$ cat src/rtl/uart_tx_arbiter.sv
// Round-robin arbiter that forwards whole messages from NUM_REQ byte requesters into the UART TX FIFO.
// Optional feature: define UART_TX_ARB_TIMEOUT_EN to force release of an owner that stops requesting.
module uart_tx_arbiter #(
    parameter int NUM_REQ   = 4,
    parameter int MAX_BURST = 16,
    parameter int TIMEOUT   = 255
) (
    input  logic                 clk_i,
    input  logic                 rst_i,
    input  logic                 tx_en_i,
    input  logic [NUM_REQ-1:0]   req_i,
    input  logic [NUM_REQ-1:0]   last_i,
    input  logic [8*NUM_REQ-1:0] data_i,
    output logic [NUM_REQ-1:0]   ack_o,
    output logic [NUM_REQ-1:0]   grant_o,
    input  logic                 fifo_full_i,
    output logic                 fifo_wr_en_o,
    output logic [7:0]           fifo_wr_data_o,
    output logic                 busy_o,
    output logic                 timeout_o
);

    localparam int PW = (NUM_REQ > 1) ? $clog2(NUM_REQ) : 1;
    localparam int CW = $clog2(MAX_BURST + 1);

    typedef enum logic {IDLE, XFER} state_t;

    state_t             state_q, state_d;
    logic [NUM_REQ-1:0] grant_q, grant_d;
    logic [PW-1:0]      owner_q, owner_d;
    logic [PW-1:0]      ptr_q, ptr_d;
    logic [PW-1:0]      pick, cand;
    logic [CW-1:0]      cnt_q, cnt_d;
    logic               found;
    logic               accept;
    logic               release_msg;
    logic               force_rel;
    int                 idx;

    // Search starts just after the previous owner so every requester gets a turn.
    always_comb begin
        pick  = ptr_q;
        cand  = ptr_q;
        found = 1'b0;
        idx   = 0;
        for (int i = 1; i <= NUM_REQ; i++) begin
            idx  = (int'(ptr_q) + i) % NUM_REQ;
            cand = PW'(idx);
            if (!found && req_i[cand]) begin
                found = 1'b1;
                pick  = cand;
            end
        end
    end

    // A byte in the reset cycle is refused so the requester retries it after reset.
    assign accept      = (state_q == XFER) & req_i[owner_q] & ~fifo_full_i & ~rst_i;
    assign release_msg = accept & (last_i[owner_q] | (cnt_q == CW'(MAX_BURST - 1)));

    assign ack_o          = accept ? grant_q : '0;
    assign fifo_wr_en_o   = accept;
    assign fifo_wr_data_o = accept ? data_i[{owner_q, 3'b000} +: 8] : 8'h00;
    assign busy_o         = (state_q == XFER);
    assign grant_o        = grant_q;

`ifdef UART_TX_ARB_TIMEOUT_EN
    logic [7:0] idle_q, idle_d;

    always_comb begin
        idle_d    = idle_q;
        force_rel = 1'b0;
        if (state_q != XFER || req_i[owner_q]) begin
            idle_d = 8'd0;
        end else if (idle_q == 8'(TIMEOUT - 1)) begin
            force_rel = 1'b1;
            idle_d    = 8'd0;
        end else begin
            idle_d = idle_q + 8'd1;
        end
    end

    always_ff @(posedge clk_i) begin
        if (rst_i) idle_q <= 8'd0;
        else       idle_q <= idle_d;
    end

    assign timeout_o = force_rel & ~rst_i;
`else
    logic unused_timeout;
    assign unused_timeout = (TIMEOUT != 0);
    assign force_rel      = 1'b0;
    assign timeout_o      = 1'b0;
`endif

    always_comb begin
        state_d = state_q;
        grant_d = grant_q;
        owner_d = owner_q;
        ptr_d   = ptr_q;
        cnt_d   = cnt_q;
        case (state_q)
            IDLE: begin
                if (tx_en_i && found) begin
                    state_d       = XFER;
                    owner_d       = pick;
                    grant_d       = '0;
                    grant_d[pick] = 1'b1;
                    cnt_d         = '0;
                end
            end
            XFER: begin
                if (release_msg || force_rel) begin
                    state_d = IDLE;
                    grant_d = '0;
                    ptr_d   = owner_q;
                    cnt_d   = '0;
                end else if (accept) begin
                    cnt_d = cnt_q + CW'(1);
                end
            end
            default: state_d = IDLE;
        endcase
    end

    always_ff @(posedge clk_i) begin
        if (rst_i) begin
            state_q <= IDLE;
            grant_q <= '0;
            owner_q <= '0;
            ptr_q   <= PW'(NUM_REQ - 1);
            cnt_q   <= '0;
        end else begin
            state_q <= state_d;
            grant_q <= grant_d;
            owner_q <= owner_d;
            ptr_q   <= ptr_d;
            cnt_q   <= cnt_d;
        end
    end

endmodule

$ cat config.mk
export PLATFORM = sky130hd
export DESIGN_NAME = uart_tx_arbiter
export DESIGN_NICKNAME = d
export VERILOG_FILES = /design/src/rtl/uart_tx_arbiter.sv
export SDC_FILE = /design/constraint.sdc
export NUM_CORES = 1
export LEC_CHECK = 0
export ABC_AREA = 1
export CAP_MARGIN = 20
export CORE_AREA = 2 2 44 87
export DETAILED_ROUTE_END_ITERATION = 12
export DIE_AREA = 0 0 46 89
export PLACE_DENSITY_LB_ADDON = 0.3
export SLEW_MARGIN = 0
export SYNTH_ARGS = -nofsm -noshare
export SYNTH_HDL_FRONTEND = slang
export SYNTH_SLANG_ARGS = --single-unit
$ cat constraint.sdc
create_clock -name clk_i -period 2.4 [get_ports clk_i]
set_clock_uncertainty 0.2 [all_clocks]
set_input_delay 0.6 -clock clk_i [delete_from_list [all_inputs] [get_ports clk_i]]
set_output_delay 0.6 -clock clk_i [all_outputs]
set_load 0.1 [all_outputs]
==> qor.yml, run 1 <==
status: "finished, final reports clean"
syn_nets: 281
hold_viol_final: 0
drt-total-wl_mm: 5.17
cts_buffers: 3
antenna_found_initial: 2
ys_warn_count: 0
dieArea_sq_um: 4090
synthMuxAreaShare_pct: 0
yosys.area_share.simple_pct: 48.3
grt_max_degree: 16
synth_top_family_by_area: "simple AND/OR/NAND/NOR gates"
place_ws_ns: -0.410
synth.avg_cell_area_sq_um: 5.72
cts.sinks: 14
synthDistinctLibCells: 26
synth.top_cells.by_area: "dfxtp_1 21%, nand2_1 15%, nor2_1 14%"
synth_fa_ha_area_share_pct: 1.86
register_area_sq_um: 289
start_util_pct: 39.8
grt-ovfl-total: 0
synth-xor-area-share_pct: 1.30
io_pins: 63
rows: 30
root_buffer: "clkbuf_8"
gp_congestion: 0.893
yosys_register_bits: 14
ys.flop_type: "dfxtp_1"
final_area_sq_um: 2490
fin_ws_ns: 0.00538
htreeDepth: 1
vias_per_cell: 5.35
cap_viol_max_count: 0
rsz0062_at_grt: "yes"
grt_pass1_wl_mm: 7.87
slowest_delay_ns: 0.36
final_max_slew_viol_count: 0
die_x_um: 46
multiInputGateArea_sq_um: 1110
reg2reg_to: "owner_q[1]"
dpl.hpwl_mm: 3.85
cp_num_buf_inv: 4
setup-violations-final: 0
vias: 1840
reg2reg_depth: 11
clkTransAtPathRegs_ns: 0.06
ant_nets: 0
end_kind: "primary output"
holdPathEnd: "cnt_q[4]"
critical-path-top-delay-family: "buffers and inverters"
min_path_type: "flip-flop to flip-flop"
cp_max_fo: 7
syn_area_sq_um: 1350
insertion_delay_ns: 0.25
peakVddDrop_mv: 0.309
netlist_instances: 235
synth_compound_area_share_pct: 16.0
die_h_um: 89
postLayoutCoreUtil_pct: 73.7
syn_to_final_growth_pct: 85.1
cpMaxStageDelayCell: "dfxtp_4"
synth_top_cell_area_share_pct: 20.8
hp-start: "cnt_q[4]"
synth_common_cells: "55 x nand2_1, 49 x nor2_1, 22 x o21ai_0"
r2r-start: "ptr_q[0]"
yosys.cell_count.top_type: "nand2_1"
start_kind: "flip-flop"
synth_top_cell_by_area: "dfxtp_1"
yosysSeqAreaShare_pct: 20.8
firstDrtPassIters: 4
fp.coreArea_sq_um: 3380
fillers: 269
p_leak_nw: 1.10
drive_gt1_share_pct: 33.9
grt_usage_pct: 26.2
synth-edff-count: 0
arrival_ns: 1.59
fmax_ghz: 0.418
drcViolationCount: 0
crit_path_cell_trace: "inv_4, nand2_2, nand3_2, and3_4, buf_12, inv_16, a21oi_4, buf_12"
finalCriticalPeriod_ns: 2.39
synthArstFlopShare_pct: 0
p_per_area_nw_per_um2: 387
holdPathStages: 2
path_depth: 8
fin_crit_sh_pct: 99.8
grt_pass1_vias: 1740
drt_iter0_markers: 20
cts_buffer_depth: 2
critPathKind: "flip-flop to primary output"
port_buffers: 61
rrSetupSlack_ns: 0.32
wire_per_inst_um: 15.0
whs_ns: 0.292
crit_top_cell: "buf_12"
dpl_cell_area_sq_um: 2320
cts_tree: "done"
worstPathRequired_ns: 1.60
layout.nets: 357
tightest hold or removal path, cell delays in order, from the launching register on:
cell and delay [ns]:
dfxtp_1 0.31, nand3_1 0.07, a21oi_1 0.06
through the flow:
step,TNS (ns),instances,total power [mW]
after floorplan,-3.35,235,0.554
after global placement,-6.20,333,0.709
after detailed placement,-6.72,333,0.714
after CTS,0,340,0.954
after global routing,-0.136,344,1.01
final,0,344,0.962
report_power, final:
part	internal (mW)	switching (mW)
Clock	0.117	0.0838
Combinational	0.200	0.300
Sequential	0.245	0.0163
area by class of cell:
cell class	count	area share, %
multi-input cells	189	44.6
repair buffers	83	36.1
well taps	32	1.61
inverters	19	3.62
flip-flops and latches	14	11.6
repair inverters	1	0.452
clock buffers	4	1.81
diodes	2	0.201
flip-flops by register name (all words and copies together) (netlist names):
name / flops
ptr_q: 2
cnt_q: 5
owner_q: 2
grant_o: 4
busy_o: 1
layer usage:
| metal | track usage (%) | wire, um | up-vias |
|---|---|---|---|
| li1 | - | - | 909 |
| met1 | 24.8 | 1750 | 861 |
| met2 | 50.6 | 3010 | 51 |
| met3 | 4.04 | 212 | 19 |
| met4 | 11.9 | 206 | 0 |
| met5 | 0 | 0 | - |
worst max-delay path by stage:
| stage | endpoint | slack (ns) | from |
|---|---|---|---|
| 2_1_floorplan | fifo_wr_data_o[1] | -0.33 | fifo_full_i |
| 3_3_place_gp | fifo_wr_data_o[1] | -0.39 | req_i[3] |
| 3_5_place_dp | fifo_wr_data_o[4] | -0.41 | req_i[2] |
| 4_1_cts | fifo_wr_data_o[6] | 0.004 | fifo_full_i |
| 5_1_grt | fifo_wr_data_o[0] | -0.02 | owner_q[0] |
| 6_report | fifo_wr_data_o[4] | 0.005 | owner_q[0] |
cell families (layout without fill, tap and decap cells):
logic type	after synthesis	count (layout)
flip-flops	14	14
AND/OR/NAND/NOR	142	142
buffers and inverters	32	107
AO/OA/AOI/OAI	42	42
adder cells (fa/ha/maj)	2	2
other	1	3
XOR/XNOR	2	2
timing repair:
item / CTS / global route
gates cloned: 2 / 0
hold buffers: 0 / 0
endpoints found under the hold margin: 0 / 0
buffers inserted: 1 / 2
pin swaps: 33 / 2
resized for setup: 85 / 2
endpoints found under the setup margin: 13 / 13
layout by cell type (no fill, tap or decap), types with 2 or more instances in the layout:
cell | synthesis | layout
dfxtp_4 | 0 | 2
o21ai_0 | 22 | 6
dfxtp_1 | 14 | 11
buf_2 | 3 | 5
o211ai_1 | 2 | 2
dlygate4sd2_1 | 0 | 16
buf_12 | 1 | 15
nand3_1 | 18 | 16
inv_1 | 15 | 12
nand2_2 | 4 | 7
nor2_4 | 1 | 5
nand2_4 | 4 | 4
nand2_1 | 55 | 52
a21oi_4 | 0 | 8
o21ai_2 | 0 | 12
nand3_2 | 5 | 7
o21ai_1 | 0 | 4
clkdlybuf4s50_1 | 0 | 21
nor2_1 | 49 | 45
buf_4 | 2 | 24
diode_2 | 0 | 2
nand4_1 | 2 | 2
xor2_1 | 2 | 2
inv_2 | 4 | 5
clkbuf_8 | 0 | 3
a21oi_1 | 18 | 10
ha_1 | 2 | 2
(Power assumes the default switching activity.)
==> run 2: changes to the inputs <==
--- a/config.mk
+++ b/config.mk
@@ -5,11 +5,10 @@
 export SDC_FILE = /design/constraint.sdc
 export NUM_CORES = 1
 export LEC_CHECK = 0
-export ABC_AREA = 1
 export CAP_MARGIN = 20
-export CORE_AREA = 2 2 44 87
+export CORE_AREA = 2 2 41 80
 export DETAILED_ROUTE_END_ITERATION = 12
-export DIE_AREA = 0 0 46 89
+export DIE_AREA = 0 0 43 82
 export PLACE_DENSITY_LB_ADDON = 0.3
 export SLEW_MARGIN = 0
 export SYNTH_ARGS = -nofsm -noshare
==> qor.yml, run 2 <==
status: "complete, but fails checks"
violations: "negative setup slack"
synth_common_cells: "14 x dfxtp_1, 13 x and3_1, 10 x mux4_2"
final_cell_mix: "28 x dlygate4sd2_1, 26 x buf_4, 16 x buf_12"
final_area_sq_um: 2110
antennaDiodeCount: 0
fmax_ghz: 0.402
ys_warn_count: 0
syn_to_final_growth_pct: 108
p_leak_nw: 0.895
start_util_pct: 34.5
dieArea_sq_um: 3530
switching_power_mw: 0.257
ys.flop_type: "dfxtp_1"
cts_buffers: 3
antenna_found_initial: 0
synthDistinctLibCells: 35
synthArstFlopShare_pct: 0
vias: 1252
drt_iter0_markers: 16
ant_nets: 0
start_kind: "primary input"
synth.avg_cell_area_sq_um: 9.24
cpMaxStageDelayCell: "mux4_2"
cap_viol_max_count: 0
pwr-share-comb_pct: 41.0
drcViolationCount: 0
top_register: "cnt_q"
hold_buffers: 0
rsz0062_at_grt: "yes"
vias_per_cell: 5.61
min_path_type: "flip-flop to flip-flop"
die_x_um: 43
pwr-share-seq_pct: 32.9
dpl_cell_area_sq_um: 2000
grt-ovfl-total: 0
port_buffers: 61
worstSetupStartpoint: "req_i[3]"
cp_num_buf_inv: 3
r2r-start: "owner_q[0]"
finalCriticalPeriod_ns: 2.49
firstDrtPassIters: 6
critPathKind: "primary input to primary output"
fillers: 227
p_per_area_nw_per_um2: 364
reg2reg_depth: 6
setup-violations-final: 13
htreeDepth: 1
final_max_slew_viol_count: 0
hold_viol_final: 0
fp.coreArea_sq_um: 2940
reg2reg_to: "cnt_q[2]"
largest_reg_flops: 5
syn_area_sq_um: 1020
cp_max_fo: 7
cts_tree: "done"
power.internal_mw: 0.512
wire_per_inst_um: 17.9
io_pins: 63
clkTransAtPathRegs_ns: 0.06
endpoint: "fifo_wr_en_o"
critical-path-top-delay-family: "multiplexers"
synth_top_cell_area_share_pct: 27.6
synth.top_cells.by_area: "dfxtp_1 28%, mux4_2 22%, and3_1 8.0%"
syn_nets: 156
drive_gt1_share_pct: 42.5
die_h_um: 82
cts.sinks: 14
netlist_instances: 110
whs_ns: 0.278
power.share.switching_pct: 33.4
clockPowerShare_pct: 26.1
postLayoutCoreUtil_pct: 71.7
peakVddDrop_mv: 0.408
yosysSeqAreaShare_pct: 27.6
slowest_delay_ns: 0.58
root_buffer: "clkbuf_8"
final_common_cell: "dlygate4sd2_1"
grt_max_degree: 14
end_kind: "primary output"
crit_path_cell_trace: "buf_8, mux4_2, nand2_4, clkinvlp_4, buf_12"
yosys.cell_count.top_type: "dfxtp_1"
arrival_ns: 1.69
synth-edff-count: 0
yosys_register_bits: 14
grt_pass1_wl_mm: 6.43
grt_pass1_vias: 1432
grt_usage_pct: 24.1
rrSetupSlack_ns: 0.08
cts_buffer_depth: 2
fin_crit_sh_pct: 104
synth_top_cell_by_area: "dfxtp_1"
layout.nets: 240
path_depth: 5
fin_ws_ns: -0.0892
dpl.hpwl_mm: 3.06
drt-total-wl_mm: 4.00
gp_congestion: 0.746
rows: 28
insertion_delay_ns: 0.24
worstPathRequired_ns: 1.60
run 2: cell count changes after synthesis, sizes merged, moves of 3 or more:
cell     before  now
buf           7    2
nand3        23    1
and3          2   13
inv          19    6
a21oi        18    5
o21ai        22    3
o2bb2ai       0    4
mux4          0   10
nor3          1    4
nand2        63   10
nor2         50    8
run 2: logic make-up (layout without fill, tap and decap cells):
family | count (synthesis) | in the layout | share of synthesized area [%]
adder cells (fa/ha/maj) | 2 | 2 | 2.46
AND/OR/NAND/NOR | 48 | 48 | 26.4
other | 1 | 1 | 0.369
multiplexers | 12 | 13 | 24.1
AO/OA/AOI/OAI | 20 | 20 | 13.8
flip-flops | 14 | 14 | 27.6
buffers and inverters | 13 | 95 | 5.30
run 2: worst min path at each step:
| stage | start | endpoint | slack [ns] | depth (start not counted) |
|---|---|---|---|---|
| 2_1_floorplan | cnt_q[4] | cnt_q[4] | 0.25 | 2 |
| 3_3_place_gp | grant_o[3] | grant_o[3] | 0.25 | 1 |
| 3_5_place_dp | grant_o[3] | grant_o[3] | 0.26 | 1 |
| 4_1_cts | grant_o[3] | grant_o[3] | 0.28 | 1 |
| 5_1_grt | grant_o[3] | grant_o[3] | 0.30 | 1 |
| 6_report | grant_o[3] | grant_o[3] | 0.28 | 1 |
run 2: timing repair:
item,CTS,global route
buffers inserted,4,1
gates resized for setup,81,2
cloned,1,0
setup endpoints to repair,22,13
pin swaps,17,4
run 2: layout make-up:
class                           count  area [sq um]  area share (%)
Timing Repair Buffer               85           920            43.6
Multi-Input combinational cell     84           792            37.5
Inverter                            6          26.3            1.24
Sequential cell                    14           290            13.8
Tap cell                           30          37.5            1.78
Clock buffer                        4          45.0            2.13
run 2: power by group through the flow:
stage	registers (mW)	clock network [mW]	logic, mW
after floorplan	0.291	0	0.130
after global placement	0.255	0	0.303
after detailed placement	0.255	0	0.312
after CTS	0.253	0.201	0.314
after global routing	0.254	0.210	0.332
final	0.253	0.200	0.315
run 2: metal layers:
layer / up-vias / part of all wire, % / GRT usage, %
met5: - / 0 / 0
met4: 0 / 4.4 / 14.5
met3: 14 / 8.5 / 3.74
met2: 74 / 54 / 47.0
met1: 583 / 33 / 22.5
li1: 581 / - / -
run 2: metrics by stage:
stage	cells	setup TNS [ns]	worst slack, ns	total power, mW
after floorplan	110	-0.0970	-0.0537	0.421
after global placement	213	-9.47	-0.493	0.558
after detailed placement	213	-10.43	-0.519	0.567
after CTS	222	-0.981	-0.102	0.767
after global routing	223	-1.27	-0.107	0.796
final	223	-0.903	-0.0892	0.769
